`src/rtl/alu_pkg.sv`:
```
// alu_pkg: ALU op codes and arbiter state encoding shared with decode
package alu_pkg;
  localparam logic [3:0] ALU_AND = 4'b0000;
  localparam logic [3:0] ALU_OR  = 4'b0001;
  localparam logic [3:0] ALU_ADD = 4'b0010;
  localparam logic [3:0] ALU_SUB = 4'b0110;
  localparam logic [3:0] ALU_XOR = 4'b0011;
  typedef enum logic {IDLE, HOLD} state_t;
endpackage

```
`src/rtl/alu_arbiter_if.sv`:
```
// alu_arbiter_if: two-port request channel and owner-tagged response channel
interface alu_arbiter_if;
  logic [1:0]  req_valid;
  logic [1:0]  req_ready;
  logic [31:0] req_a0, req_b0, req_a1, req_b1;
  logic [3:0]  req_ctrl0, req_ctrl1;
  logic [1:0]  rsp_valid;
  logic [1:0]  rsp_ready;
  logic [31:0] rsp_r;
  logic        rsp_zero;
  logic        busy;
  modport master (
    output req_valid, req_a0, req_b0, req_a1, req_b1, req_ctrl0, req_ctrl1, rsp_ready,
    input  req_ready, rsp_valid, rsp_r, rsp_zero, busy
  );
  modport slave (
    input  req_valid, req_a0, req_b0, req_a1, req_b1, req_ctrl0, req_ctrl1, rsp_ready,
    output req_ready, rsp_valid, rsp_r, rsp_zero, busy
  );
endinterface

```
`src/rtl/alu.sv`:
```
// alu: single-cycle 32-bit integer ALU, unknown op codes yield all ones
module alu
  import alu_pkg::*;
(
  input  logic [31:0] a,
  input  logic [31:0] b,
  input  logic [3:0]  ctrl,
  output logic [31:0] r,
  output logic        zero
);
  // op decode; unknown codes give all ones so zero drops naturally
  always_comb begin
    r = ctrl == ALU_AND ? a & b :
        ctrl == ALU_OR  ? a | b :
        ctrl == ALU_ADD ? a + b :
        ctrl == ALU_SUB ? a - b :
        ctrl == ALU_XOR ? a ^ b : 32'hFFFF_FFFF;
    zero = r == 32'd0;
  end
endmodule

```
`src/rtl/alu_arbiter.sv`:
```
// alu_arbiter: shares one ALU between two ports and holds one owner-tagged result
module alu_arbiter
  import alu_pkg::*;
#(
  parameter bit FAIR = 1'b1
) (
  input logic clk,
  input logic rst,
  alu_arbiter_if.slave bus
);
  state_t      state;
  logic        prio, g, accept, slot_free, xfer, zero;
  logic [31:0] a, b, r;
  logic [3:0]  ctrl;
  // grant and handshake; rsp_valid is one-hot so the non-owner's rsp_ready is ignored
  always_comb begin
    accept = |(bus.rsp_valid & bus.rsp_ready);
    slot_free = state == IDLE || accept;
    g = &bus.req_valid ? (FAIR ? prio : 1'b0) : bus.req_valid[1];
    bus.req_ready = (!rst && slot_free && |bus.req_valid) ? {g, ~g} : 2'b00;
    xfer = |(bus.req_valid & bus.req_ready);
    a = g ? bus.req_a1 : bus.req_a0;
    b = g ? bus.req_b1 : bus.req_b0;
    ctrl = g ? bus.req_ctrl1 : bus.req_ctrl0;
    bus.busy = state == HOLD;
  end
  alu u_alu (.a(a), .b(b), .ctrl(ctrl), .r(r), .zero(zero));
  // response holding register; a new transfer overwrites an accepted result in the same cycle
  always_ff @(posedge clk) begin
    if (rst) begin
      state <= IDLE;
      prio <= 1'b0;
      bus.rsp_valid <= 2'b00;
      bus.rsp_r <= 32'd0;
      bus.rsp_zero <= 1'b0;
    end else if (xfer) begin
      state <= HOLD;
      prio <= FAIR ? ~g : 1'b0;
      bus.rsp_valid <= {g, ~g};
      bus.rsp_r <= r;
      bus.rsp_zero <= zero;
    end else if (accept) begin
      state <= IDLE;
      bus.rsp_valid <= 2'b00;
    end
  end
endmodule

```
`src/flat_wrapper.sv`:
```
// flat-port wrapper written by rule: the top's interface ports become plain ports
module alu_arbiter_flat import alu_pkg::*;
#(
  parameter bit FAIR = 1'b1
)
  (clk, rst, bus_req_valid, bus_req_a0, bus_req_b0, bus_req_a1, bus_req_b1, bus_req_ctrl0, bus_req_ctrl1, bus_rsp_ready, bus_req_ready, bus_rsp_valid, bus_rsp_r, bus_rsp_zero, bus_busy);
  alu_arbiter_if bus_i ();
  input logic clk;
  input logic rst;
  input wire logic [$bits(bus_i.req_valid)-1:0] bus_req_valid;
  input wire logic [$bits(bus_i.req_a0)-1:0] bus_req_a0;
  input wire logic [$bits(bus_i.req_b0)-1:0] bus_req_b0;
  input wire logic [$bits(bus_i.req_a1)-1:0] bus_req_a1;
  input wire logic [$bits(bus_i.req_b1)-1:0] bus_req_b1;
  input wire logic [$bits(bus_i.req_ctrl0)-1:0] bus_req_ctrl0;
  input wire logic [$bits(bus_i.req_ctrl1)-1:0] bus_req_ctrl1;
  input wire logic [$bits(bus_i.rsp_ready)-1:0] bus_rsp_ready;
  output wire logic [$bits(bus_i.req_ready)-1:0] bus_req_ready;
  output wire logic [$bits(bus_i.rsp_valid)-1:0] bus_rsp_valid;
  output wire logic [$bits(bus_i.rsp_r)-1:0] bus_rsp_r;
  output wire logic [$bits(bus_i.rsp_zero)-1:0] bus_rsp_zero;
  output wire logic [$bits(bus_i.busy)-1:0] bus_busy;
  assign bus_i.req_valid = bus_req_valid;
  assign bus_i.req_a0 = bus_req_a0;
  assign bus_i.req_b0 = bus_req_b0;
  assign bus_i.req_a1 = bus_req_a1;
  assign bus_i.req_b1 = bus_req_b1;
  assign bus_i.req_ctrl0 = bus_req_ctrl0;
  assign bus_i.req_ctrl1 = bus_req_ctrl1;
  assign bus_i.rsp_ready = bus_rsp_ready;
  assign bus_req_ready = bus_i.req_ready;
  assign bus_rsp_valid = bus_i.rsp_valid;
  assign bus_rsp_r = bus_i.rsp_r;
  assign bus_rsp_zero = bus_i.rsp_zero;
  assign bus_busy = bus_i.busy;
  alu_arbiter #(.FAIR(FAIR)) u_core (.clk(clk), .rst(rst), .bus(bus_i));
endmodule
```
`config.mk`:
```
export PLATFORM = sky130hd
export DESIGN_NAME = alu_arbiter_flat
export DESIGN_NICKNAME = d
export VERILOG_FILES = /design/src/rtl/alu_pkg.sv /design/src/rtl/alu_arbiter_if.sv /design/src/rtl/alu.sv /design/src/rtl/alu_arbiter.sv /design/src/flat_wrapper.sv
export SDC_FILE = /design/constraint.sdc
export NUM_CORES = 1
export LEC_CHECK = 0
export ABC_AREA = 1
export BUFFER_PORTS_ARGS = -buffer_cell sky130_fd_sc_hd__buf_2
export CAP_MARGIN = 20
export CORE_MARGIN = 2
export CORE_UTILIZATION = 62
export CTS_CLUSTER_SIZE = 10
export DETAILED_ROUTE_END_ITERATION = 10
export GPL_TIMING_DRIVEN = 0
export PLACE_DENSITY_LB_ADDON = 0.08
export SLEW_MARGIN = 20
export SYNTH_ARGS = -nofsm -noshare
export SYNTH_HDL_FRONTEND = slang
export SYNTH_SLANG_ARGS = --single-unit
```
`constraint.sdc`:
```
create_clock -name clk -period 8.2 [get_ports clk]
set_clock_uncertainty 0.15 [all_clocks]
set_input_delay 1.64 -clock clk [delete_from_list [all_inputs] [get_ports clk]]
set_output_delay 1.64 -clock clk [all_outputs]
set_load 0.01 [all_outputs]
```
---- Word level (Yosys, flattened, before mapping) ----
Cells that the tools add are included.
cells by class
  $add $sub $neg .......................... 2
  $mul .................................... 0
  div/mod/pow operators ................... 0
  $lt $le $gt $ge ......................... 0
  equality and inequality tests ........... 4
  shift operators ......................... 0
  multiplexer cells ....................... 14
  bitwise gates (word level) .............. 7
  reduce and logical (&&, ||, !) cells .... 11
operators by type and width
  kind                  number
  $mux W32              7
  $add A32 B32 Y32      1
  $and A32 B32 Y32      1
  $logic_not A32 Y1     1
  $or A32 B32 Y32       1
  $sub A32 B32 Y32      1
  $xor A32 B32 Y32      1
  $eq A4 B2 Y1 const B  2
  $mux W2               3
  $reduce_or A2 Y1      3
  $and A2 B2 Y2         2
  $eq A4 B1 Y1 const B  1
  $eq A4 B3 Y1 const B  1
  $logic_not A4 Y1      1
  $mux W4               1
  $mux W1               3
  $logic_and A1 B1 Y1   2
  $not A1 Y1            2
  $reduce_and A2 Y1     1
  $reduce_bool A2 Y1    1
  $logic_not A1 Y1      1
  $logic_or A1 B1 Y1    1
storage, ports and cells
  register bits ........................... 37
  bits in latches ......................... 0
  bits in writable memories ............... 0
  ROM bits ................................ 0
  output and inout bits ................... 38
  logic and storage cells ................. 43
  memories ................................ 0

---- Depth between registers and ports, before layout ----
Gate-level depths: netlist of run 1.
  depth after elaboration ................. 10
  depth in mapped cells ................... 30

---- Modules after synthesis ----
From an unflattened synthesis of run 1, not the netlist that was laid out.
second synthesis, totals
  cells, all modules ...................... 1608
  area, all modules ....................... 8958.6 µm²
modules (own cells, without submodules)
  module       times used  cells an instance  area an instance (µm²)
  alu          1           1364               6732.7
  alu_arbiter  1           244                2225.9

---- Worst setup path after synthesis of run 1 ----
No wires, ideal clock.
  path kind ............................... input -> register
  start point ............................. input port bus_req_valid[1]
  end point ............................... register u_core.bus.rsp_zero
  library setup time ...................... 70 ps
  data arrival time ....................... 4771 ps
  slack ................................... 3210 ps
  cell stages on the path ................. 26
  path buffers ............................ 4
  path through ............................ buf_4 nand2_4 buf_6 clkbuf_1 clkbuf_1 nand2_1 o21ai_0 inv_1 fa_1 inv_1 nand2_1 nand2_1 nand2_1 o21ai_0 nand2_1 nand2_1 nand2_1 nand3_1 nand2_1 nand2_1 nand2_1 nor2_1 nand3_1 nor3_2 nand3_1 a21oi_1
between the ends
  word-level cells in the longest chain between the ends .. 10
  elaborated cells between the ends (all ways) .. 27
ends and longest elaborated chain
  what                                                                       line                  source
  start: declaration                                                         flat_wrapper.sv:10    input wire logic [$bits(bus_i.req_valid)-1:0] bus_req_valid;
  parallel branches: the longest is 10 deep, another holds $sub A32 B32 Y32  --
  end signal: assignment                                                     alu_arbiter.sv:41     bus.rsp_zero <= zero;
  end: declaration                                                           alu_arbiter_if.sv:18  output req_ready, rsp_valid, rsp_r, rsp_zero, busy
Parallel ways; which one is timed is not known.
A chain may end at the register's enable or synchronous reset.

---- Final worst setup path of run 1 ----
  start point ............................. input port bus_req_valid[0]
  end point ............................... register u_core.bus.rsp_zero
Same word-level chain as after synthesis.

==> reports/qor.csv, run 1 <==
metric;value;unit
register area share after synthesis;8.55;%
Initial DRC Count;1974;
Synth Area in Adders;14.2;%
post-CTS setup buffers;0;
Chip Width;122;um
first-pass GRT wire length;56200;um
RSZ-0062 raised after global routing;no;
largest cells by area after synthesis;nand2_1 22%, ha_1 14%, inv_1 13%;
top cells by count, synth;502 x nand2_1, 294 x inv_1, 153 x o21ai_0;
CTS tree;yes;
Total Routing Usage GR;49.2;%
post-CTS sizing;0;
placed cell area;9780;um2
via/cell ratio;5.87;
residual DRC count;0;
largest family of logic cells by synthesized area;simple AND/OR/NAND/NOR gates;
Layout area overhead;14.9;%
Post-Synthesis Cells;1656;
largest net degree at the start of global routing;13;
largest area contributor in the netlist;nand2_1;
Reg2Reg Depth;27;
Fin. Hold Viols;0;
DR pass1 iterations;7;
vias;11884;
Placed Cells;2014;
nets@finish;2080;
async set-reset flop share out of synthesis;0;%
Mean Syn Cell Area;5.23;um2
clk_lat worst skew;0.29;ns
final core utilization;72.3;%
fin crit share;82.5;%
Critical Path Fanout Max;10;
XOR/XNOR share of the synthesized area;0.404;%
Crit Path Class;in -> reg;
worst hold slack;0.341;ns
hold crit path type;reg -> reg;
final setup TNS;0;ns
Worst-path clk slew;0.06;ns
Yosys cell types;43;
number of global-route vias before repair;10581;
H-tree depth;2;
grt total ovfl;0;
most frequent cell after synthesis;nand2_1;
Post-Synth Simple-Gate Area;44.1;%
final setup fails;0;
Clock Path Buffers;2;
YS warnings;0;
total clock sinks;37;
Slew @ Worst Pin;1.01;ns
CP required;8.27;ns
Placer Congestion;1.12;
peak supply drop;0.105;mV
final instance area;9960;um2
crit path capture type;flip-flop;
pwr dens;138;nW/um2
Cell Area, Synth;8660;um2
row count;43;
# hold bufs at CTS;0;
fin. max-slew vios;0;
Routed WL;37300;um
initial antenna violation count;3;
startpoint type of the worst setup path;input pin;
initial cell density of the core;62.9;%
core area;13800;um2
status;completed;
fraction of layout cells with a size suffix above 1;14.8;%
dpl hpwl;28500;um
antenna viol nets, final;0;
relative slew slack;32.5;%
share of the synthesized area in the top cell type;21.7;%
Clock Root Buffer;clkbuf_16;
Port Buffers;178;
Post-synth EDFFs;0;
WHS Path Cells;2;
Leak;5.79;nW
Synth Register Bits;37;
Max Cap Violations;0;
Worst Path Arrival;6.83;ns
syn_nets;1895;
Compound-Gate Fraction of Synth Area;16.4;%
post-synthesis mux area share;0;%
non-filler instance count after layout;2023;
routed length per placed instance;18.4;um
Num CTS Buffers;5;
die area;14900;um2
Fmax;0.148;GHz
Die Y;122;um
min cycle time layout;6.77;ns
layout filler cell count;1264;
Synth Flop Type;dfxtp_1;
I/O Pins;180;
logic make-up (layout without fill, tap and decap cells):
kind of cell               count (synthesis)  count (layout)
adders and majority gates                 97              97
xor gates and xnor gates                   4               4
and+or+nand+nor                          890             890
DFF                                       37              37
buffers and inverters                    358             544
AOI/OAI and AO/OA                        270             270
other                                      0               1
path summary, 6_finish.rpt:
check,start,slack [ns],end
max reg2reg,u_core.prio$_SDFFE_PP0N_,2.53,u_core.bus.rsp_zero$_SDFFE_PP0N_
max,bus_req_valid[0],1.43,u_core.bus.rsp_zero$_SDFFE_PP0N_
min,u_core.prio$_SDFFE_PP0N_,0.34,u_core.prio$_SDFFE_PP0N_
min reg2reg,u_core.prio$_SDFFE_PP0N_,0.34,u_core.prio$_SDFFE_PP0N_
stage by stage:
stage / power (mW) / setup WS (ns)
floorplan: 0.790 / 3.21
global placement: 1.05 / 1.78
detailed placement: 1.07 / 1.65
CTS: 1.31 / 1.77
global route: 1.45 / 1.16
finish: 1.37 / 1.43
worst max-delay path, cell delays in order:
cell,delay (ns)
buf_2,0.11
nand2_4,0.10
nand2_4,0.12
buf_6,0.19
clkbuf_1,0.48
clkbuf_1,0.74
nand2_1,0.09
o21ai_0,0.27
inv_1,0.17
fa_1,0.45
inv_1,0.08
nand2_1,0.08
nand2_1,0.15
nand2_1,0.14
o21ai_0,0.58
nand2_1,0.20
nand3_1,0.13
nand2_1,0.05
nand3_1,0.07
nand2_1,0.09
nand2_1,0.07
nand2_1,0.11
nor2_1,0.17
nand3_1,0.12
nor2_1,0.12
nand3_1,0.13
a21oi_1,0.17
power by group:
group,internal (mW),switching (mW)
sequential,0.201,0.0156
combinational,0.271,0.650
clock,0.152,0.0810
total,0.624,0.747
layout by cell type, fill, tap and decap left out, types with 6 or more instances in the layout:
cell      instances
a21oi_1          88
buf_2           196
clkbuf_1         32
dfxtp_1          37
ha_1             95
inv_1           294
nand2_1         502
nand2_2           6
nand2_4           6
nand3_1         151
nand3b_1          9
nand4_1          16
nor2_1          139
nor3_1           13
o21ai_0         153
o21bai_1          9
or2_2            34
flip-flops by register name (all words and copies together), names as in the netlist:
name / count
u_core.prio: 1
u_core.bus.rsp_r: 32
u_core.bus.rsp_valid: 2
u_core.bus.busy: 1
u_core.bus.rsp_zero: 1
layer usage:
layer | vias up | share of wire [%] | track usage (%) | wire, um
li1 | 5556 | - | - | -
met3 | 248 | 16 | 17.2 | 5870
met4 | 4 | 7.6 | 30.7 | 2840
met2 | 924 | 41 | 73.5 | 15200
met1 | 5152 | 36 | 60.2 | 13300
met5 | - | 0.072 | 0 | 27
cell type report:
cell class / instances / area, um2 / share of cell area (%)
flip-flops and latches: 37 / 741 / 7.44
diodes: 1 / 2.50 / 0.0251
multi-input cells: 1261 / 6500 / 65.3
clock inverters: 2 / 37.5 / 0.377
plain buffers: 62 / 308 / 3.09
clock buffers: 6 / 139 / 1.39
well taps: 180 / 225 / 2.26
inverters: 296 / 1110 / 11.2
repair buffers: 178 / 891 / 8.94
Power figures use the tool's default switching activity.
==> run 2: changes to the inputs <==
CORE_UTILIZATION = 52   (was 62)
clock period = 5.58 ns   (was 8.2 ns; I/O delays follow)
==> run 2 against run 1 <==
Net effect: first-iteration DRC count down 37%; sequential power up 44%; critical path depth down 4; sequential share of layout area about the same; sequential cell count unchanged; critical endpoint unchanged; largest power group unchanged.
==> reports/qor.csv, run 2 (same netlist as run 1, synthesis figures left out) <==
metric;value;unit
Design Power;1.96;mW
Routed WL;35000;um
final instance area;10000;um2
Clock Path Buffers;2;
Clock Root Buffer;clkbuf_16;
Port Buffers;178;
Worst Hold Path EP;u_core.bus.rsp_r[0]$_SDFFE_PP0N_;
DR pass1 iterations;5;
Chip Width;133;um
row count;47;
number of flip-flops in the largest register;32;
Initial DRC Count;1241;
Fin. Hold Viols;0;
Max Cap Violations;0;
CP cell instances;buf_2, nand2_4, nand2_4, buf_6, inv_1, clkbuf_1, or2_2, o21ai_0, ha_1, inv_1, a21oi_1, nor2_1, nor2_1, nand3_1, o21ai_0, nand2_1, nand2_1, nand2_1, nor2_1, nand2_1, nor3_2, nand3_1, a21oi_1;
Met1 Wirelength;14200;um
pwr dens;196;nW/um2
final core utilization;61.1;%
met2 WL;15100;um
commonest non-fill, non-tap cell in the layout;nand2_1;
fin. max-slew vios;0;
R2R Path Start;u_core.prio$_SDFFE_PP0N_;
Top Registers;u_core.bus.rsp_r (32), u_core.bus.rsp_valid (2);
ANT cells;0;
via/cell ratio;5.45;
Layout area overhead;15.7;%
Multi-input gate area;6510;um2
largest net degree at the start of global routing;13;
min-delay src;u_core.bus.rsp_r[0]$_SDFFE_PP0N_;
crit path capture type;flip-flop;
# hold bufs at CTS;0;
CP required;5.64;ns
layout filler cell count;1747;
Largest Register;u_core.bus.rsp_r;
fraction of layout cells with a size suffix above 1;15.3;%
Slowest cell on crit path;clkbuf_1;
cell mode on critical path;nand2_1;
min cycle time layout;5.23;ns
met3 routed WL;4150;um
residual DRC count;0;
fin crit share;93.8;%
Leak;5.81;nW
critical path's largest stage delay;0.46;ns
antenna viol nets, final;0;
RSZ-0062 raised after global routing;no;
Worst Path Arrival;5.30;ns
placed cell area;9830;um2
initial antenna violation count;1;
startpoint type of the worst setup path;input pin;
I/O Pins;180;
reg2reg setup slack;0.91;ns
register area;741;um2
Fmax;0.191;GHz
dpl hpwl;29000;um
Reg2Reg Depth;23;
grt total ovfl;0;
WHS Path Cells;2;
uppermost layer routed;met4;
core area;16400;um2
most frequent cells in the layout;502 x nand2_1, 294 x inv_1, 197 x buf_2, 151 x o21ai_0, 151 x nand3_1;
reg-to-reg critical path endpoint;u_core.bus.rsp_zero$_SDFFE_PP0N_;
status;completed;
final setup TNS;0;ns
vias;11235;
Slew @ Worst Pin;0.762;ns
Worst-path clk slew;0.06;ns
Crit Path Class;in -> reg;
post-CTS setup buffers;0;
first-pass GRT wire length;53600;um
final setup fails;0;
relative slew slack;49.2;%
Die Y;133;um
initial cell density of the core;52.8;%
peak supply drop;0.231;mV
Total Routing Usage GR;38.9;%
clk_lat worst skew;0.28;ns
Num CTS Buffers;5;
Critical Path Fanout Max;10;
total clock sinks;37;
number of global-route vias before repair;10152;
CTS tree;yes;
H-tree depth;2;
hold crit path type;reg -> reg;
nets@finish;2080;
routed length per placed instance;17.0;um
die area;17700;um2
Placer Congestion;1.06;
-- run 2: changes by cell type in the layout (fill, tap and decap cells not counted) --
cell	previous run	this run
diode_2	1	0
clkbuf_1	32	23
clkbuf_2	0	7
buf_2	196	197
clkbuf_4	0	1
o21ai_1	5	7
a21oi_2	1	2
a21oi_1	88	87
o21ai_0	153	151
-- run 2: report_power, final --
part	internal, mW	switching, mW
registers	0.296	0.0163
logic	0.399	0.920
clock network	0.223	0.111
total	0.917	1.05
-- run 2: repair_timing --
| item | in CTS | in global routing |
|---|---|---|
| cloned | 0 | 0 |
| setup endpoints to repair | 1 | 5 |
| pin swaps | 0 | 0 |
| resized for setup | 3 | 20 |
-- run 2: worst max path at each step --
stage | start | to | slack, ns | cells past startpoint
3_3_place_gp | bus_req_valid[0] | u_core.bus.rsp_zero$_SDFFE_PP0N_ | -0.42 | 27
2_1_floorplan | bus_req_valid[1] | u_core.bus.rsp_zero$_SDFFE_PP0N_ | 1.11 | 26
6_report | bus_req_valid[0] | u_core.bus.rsp_zero$_SDFFE_PP0N_ | 0.35 | 23
3_5_place_dp | bus_req_valid[0] | u_core.bus.rsp_zero$_SDFFE_PP0N_ | -0.57 | 27
5_1_grt | bus_req_valid[0] | u_core.bus.rsp_zero$_SDFFE_PP0N_ | 0.02 | 27
4_1_cts | bus_req_valid[0] | u_core.bus.rsp_zero$_SDFFE_PP0N_ | 0.01 | 27
-- run 2: worst max-delay path: cells and delay by family --
| kind | cells | cell delay (ns) |
|---|---|---|
| AO/OA/AOI/OAI | 4 | 0.81 |
| adder cells (fa/ha/maj) | 1 | 0.43 |
| buffers and inverters | 5 | 1.02 |
| AND/OR/NAND/NOR | 13 | 1.91 |
-- run 2: area by class of cell --
type | count | share of cell area [%]
sequential | 37 | 7.39
clock buffer | 6 | 1.39
multi-input combinational | 1261 | 64.9
clock inverter | 2 | 0.374
buffer | 62 | 3.21
inverter | 296 | 11.1
timing repair buffer | 178 | 8.89
tap | 220 | 2.75
-- run 2: per-stage QoR --
step | hold slack, ns | setup WS, ns | std cells
after global placement | 0.303 | -0.423 | 2054
after detailed placement | 0.313 | -0.567 | 2054
after floorplan | 0.301 | 1.11 | 1656
after CTS | 0.321 | 0.0134 | 2062
final | 0.319 | 0.347 | 2062
after global routing | 0.341 | 0.0177 | 2062
-- run 2: per-layer routing --
metal / global-route usage, % / up-vias
met5: 0 / -
li1: - / 5547
met2: 61.9 / 604
met1: 50.5 / 4981
met4: 17.0 / 0
met3: 8.62 / 103
==> run 3: changes to the inputs <==
ABC_AREA = default   (was 1)
CORE_UTILIZATION = 51   (was 52)
==> run 3 against run 2 <==
Net effect: critical path depth fell by 2; count of clock-buffer cells in the layout is 1 higher; combinational power fell by 6%; sequential share of layout area grew 0.50 points; final cell count decreased by 24%; clock power is 17% lower; sequential power is 6% higher; synthesized area shrank 9.7%; fmax fell by 4.5%; global-route usage is 0.24 points higher; critical path type unchanged; largest cell class unchanged; largest power group unchanged.
==> reports/qor.csv, run 3 <==
metric;value;unit
cell mode on critical path;nand2_1;
final instance area;9390;um2
layout filler cell count;1511;
die area;16300;um2
most frequent cells in the layout;192 x buf_2, 192 x nand2_1, 97 x inv_1, 94 x ha_1, 83 x nor2_1;
Multi-input gate area;6660;um2
grt total ovfl;0;
R2R Path Start;u_core.prio$_SDFFE_PP0N_;
Crit. Startpoint;bus_req_valid[1];
largest net degree at the start of global routing;16;
Worst-path clk slew;0.05;ns
YS warnings;0;
# hold bufs at CTS;0;
routed length per placed instance;21.2;um
largest cells by area after synthesis;ha_1 15%, dfxtp_1 9.5%, nand2_1 9.3%;
placed cell area;8950;um2
I/O Pins;180;
syn_nets;1423;
Slowest cell on crit path;or4_1;
initial antenna violation count;0;
Initial DRC Count;1199;
Mean Syn Cell Area;6.61;um2
most frequent cell after synthesis;nand2_1;
WP depth;21;
ANT cells;0;
worst hold slack;0.302;ns
clk_lat worst skew;0.28;ns
status;completed;
Slew @ Worst Pin;1.04;ns
Placed Cells;1550;
pwr dens;197;nW/um2
Synth Register Bits;37;
register area;741;um2
fraction of layout cells with a size suffix above 1;19.9;%
Port Buffers;178;
total clock sinks;37;
startpoint type of the worst setup path;input pin;
H-tree depth;2;
core area;15100;um2
CP required;5.60;ns
final setup fails;0;
DR pass1 iterations;5;
CP cell instances;buf_2, clkbuf_2, nand2_2, buf_6, clkbuf_4, nand2_1, nand2_1, ha_1, clkbuf_2, a21oi_1, o221ai_1, nor3_1, and3_1, nor4_1, or4_1, a2111oi_1, a221oi_1, buf_4, o2111a_1, nand4_1, nand2_1;
Placer Congestion;1.01;
Post-synth EDFFs;0;
Routed WL;33000;um
WP buf/inv;6;
Max Cap Violations;0;
CTS tree;yes;
Clock Root Buffer;clkbuf_16;
top cells by count, synth;193 x nand2_1, 97 x inv_1, 95 x ha_1;
met2 WL;14200;um
CP top delay family;simple AND/OR/NAND/NOR gates;
worst setup path end;u_core.bus.rsp_zero$_SDFFE_PP0N_;
Num CTS Buffers;5;
async set-reset flop share out of synthesis;0;%
Total Routing Usage GR;39.2;%
Clock Path Buffers;2;
critical path's largest stage delay;0.44;ns
nets@finish;1609;
vias;10001;
min cycle time layout;5.48;ns
antenna viol nets, final;0;
Worst Path Arrival;5.50;ns
non-filler instance count after layout;1558;
reg2reg setup slack;0.75;ns
Fin. Hold Viols;0;
row count;45;
Synth Flop Type;dfxtp_1;
Cell Area, Synth;7830;um2
reg-to-reg critical path endpoint;u_core.bus.rsp_zero$_SDFFE_PP0N_;
fin. max-slew vios;0;
register area share after synthesis;9.47;%
Leak;4.68;nW
first-pass GRT wire length;50100;um
Met1 Wirelength;13600;um
Largest Register;u_core.bus.rsp_r;
fin crit share;98.2;%
largest area contributor in the netlist;ha_1;
Layout area overhead;20.0;%
number of global-route vias before repair;9043;
peak supply drop;0.147;mV
initial cell density of the core;51.9;%
uppermost layer routed;met4;
share of the synthesized area in the top cell type;15.2;%
Reg2Reg Depth;19;
Critical Path Fanout Max;10;
Crit Path Class;in -> reg;
relative slew slack;30.3;%
via/cell ratio;6.42;
Top Registers;u_core.bus.rsp_r (32), u_core.bus.rsp_valid (2);
residual DRC count;0;
Chip Width;128;um
Yosys cell types;87;
met3 routed WL;3860;um
dpl hpwl;26200;um
Post-Synthesis Cells;1184;
Fmax;0.182;GHz
hold crit path type;reg -> reg;
number of flip-flops in the largest register;32;
Die Y;128;um
crit path capture type;flip-flop;
==> run 3: changes by cell type in the layout (fill, tap and decap cells not counted), moves of 14 or more <==
cell	before	now
o21ai_0	151	81
inv_1	294	97
mux2i_1	0	35
and3_1	1	15
nand3_1	151	44
nor2_1	139	83
a21o_1	1	18
nand2_1	502	192
nor3_1	13	29
nor2b_1	0	15
or2_2	34	4
==> run 3: worst register-to-register path, cell delays in order, from the launching register on <==
cell	delay, ns
dfxtp_1	0.33
nand2b_4	0.21
nand2_2	0.14
buf_6	0.20
buf_6	0.20
mux2i_1	0.33
ha_1	0.35
buf_2	0.22
nor2_1	0.27
o2111ai_1	0.19
a31oi_2	0.31
o311ai_2	0.17
a41oi_2	0.23
buf_4	0.19
a31oi_1	0.10
mux2_2	0.31
a32o_1	0.31
nor4_1	0.30
nand4_1	0.15
nand2_1	0.10
==> run 3: cell type report <==
type / count / area share [%]
Buffer: 63 / 3.40
Clock buffer: 7 / 1.52
Multi-Input combinational cell: 981 / 70.9
Timing Repair Buffer: 183 / 9.88
Inverter: 99 / 3.96
Sequential cell: 37 / 7.89
Tap cell: 188 / 2.50
==> run 3: metrics by stage <==
step	setup slack (ns)	TNS (ns)	total power [mW]	util [%]
after global placement	-1.53	-18.53	1.46	59.3
after global routing	-0.0358	-0.0488	1.96	62.2
final	0.0981	0	1.85	62.2
after CTS	0.0424	0	1.76	61.1
after floorplan	0.0805	0	1.08	-
after detailed placement	-1.53	-18.47	1.47	59.3
==> run 3: timing repair <==
action | 4_1_cts | 5_1_grt
pin swaps | 2 | 7
setup endpoints to repair | 20 | 7
hold endpoints to repair | 0 | 0
buffers inserted | 0 | 5
gates resized for setup | 44 | 35
==> run 3: cell families after synthesis <==
logic type,after synthesis,synth area share [%]
AO/OA/AOI/OAI,377,32.8
flip-flops,37,9.47
XOR/XNOR,6,0.672
multiplexers,43,5.58
adder cells (fa/ha/maj),97,15.7
AND/OR/NAND/NOR,458,27.5
buffers and inverters,166,8.31
==> run 3: report_power, final <==
| group | total (mW) | switching, mW | internal, mW |
|---|---|---|---|
| combinational | 1.24 | 0.812 | 0.429 |
| sequential | 0.330 | 0.0258 | 0.305 |
| clock | 0.275 | 0.0998 | 0.175 |
| total | 1.85 | 0.937 | 0.909 |
==> run 3: worst min path at each step <==
stage	from	slack (ns)	depth (start not counted)	to
3_3_place_gp	u_core.bus.rsp_zero$_SDFFE_PP0N_	0.29	2	u_core.bus.rsp_zero$_SDFFE_PP0N_
5_1_grt	u_core.bus.rsp_zero$_SDFFE_PP0N_	0.31	2	u_core.bus.rsp_zero$_SDFFE_PP0N_
6_report	u_core.bus.rsp_r[1]$_SDFFE_PP0N_	0.30	2	u_core.bus.rsp_r[1]$_SDFFE_PP0N_
2_1_floorplan	u_core.prio$_SDFFE_PP0N_	0.29	2	u_core.prio$_SDFFE_PP0N_
4_1_cts	u_core.bus.rsp_r[1]$_SDFFE_PP0N_	0.30	2	u_core.bus.rsp_r[1]$_SDFFE_PP0N_
3_5_place_dp	u_core.bus.rsp_r[1]$_SDFFE_PP0N_	0.29	2	u_core.bus.rsp_r[1]$_SDFFE_PP0N_
==> run 3: per-layer routing <==
layer  up-vias  GRT usage, %
met5         -             0
met4         0          16.5
met3       106          7.10
met2       669          61.9
met1      4550          52.4
li1       4676             -
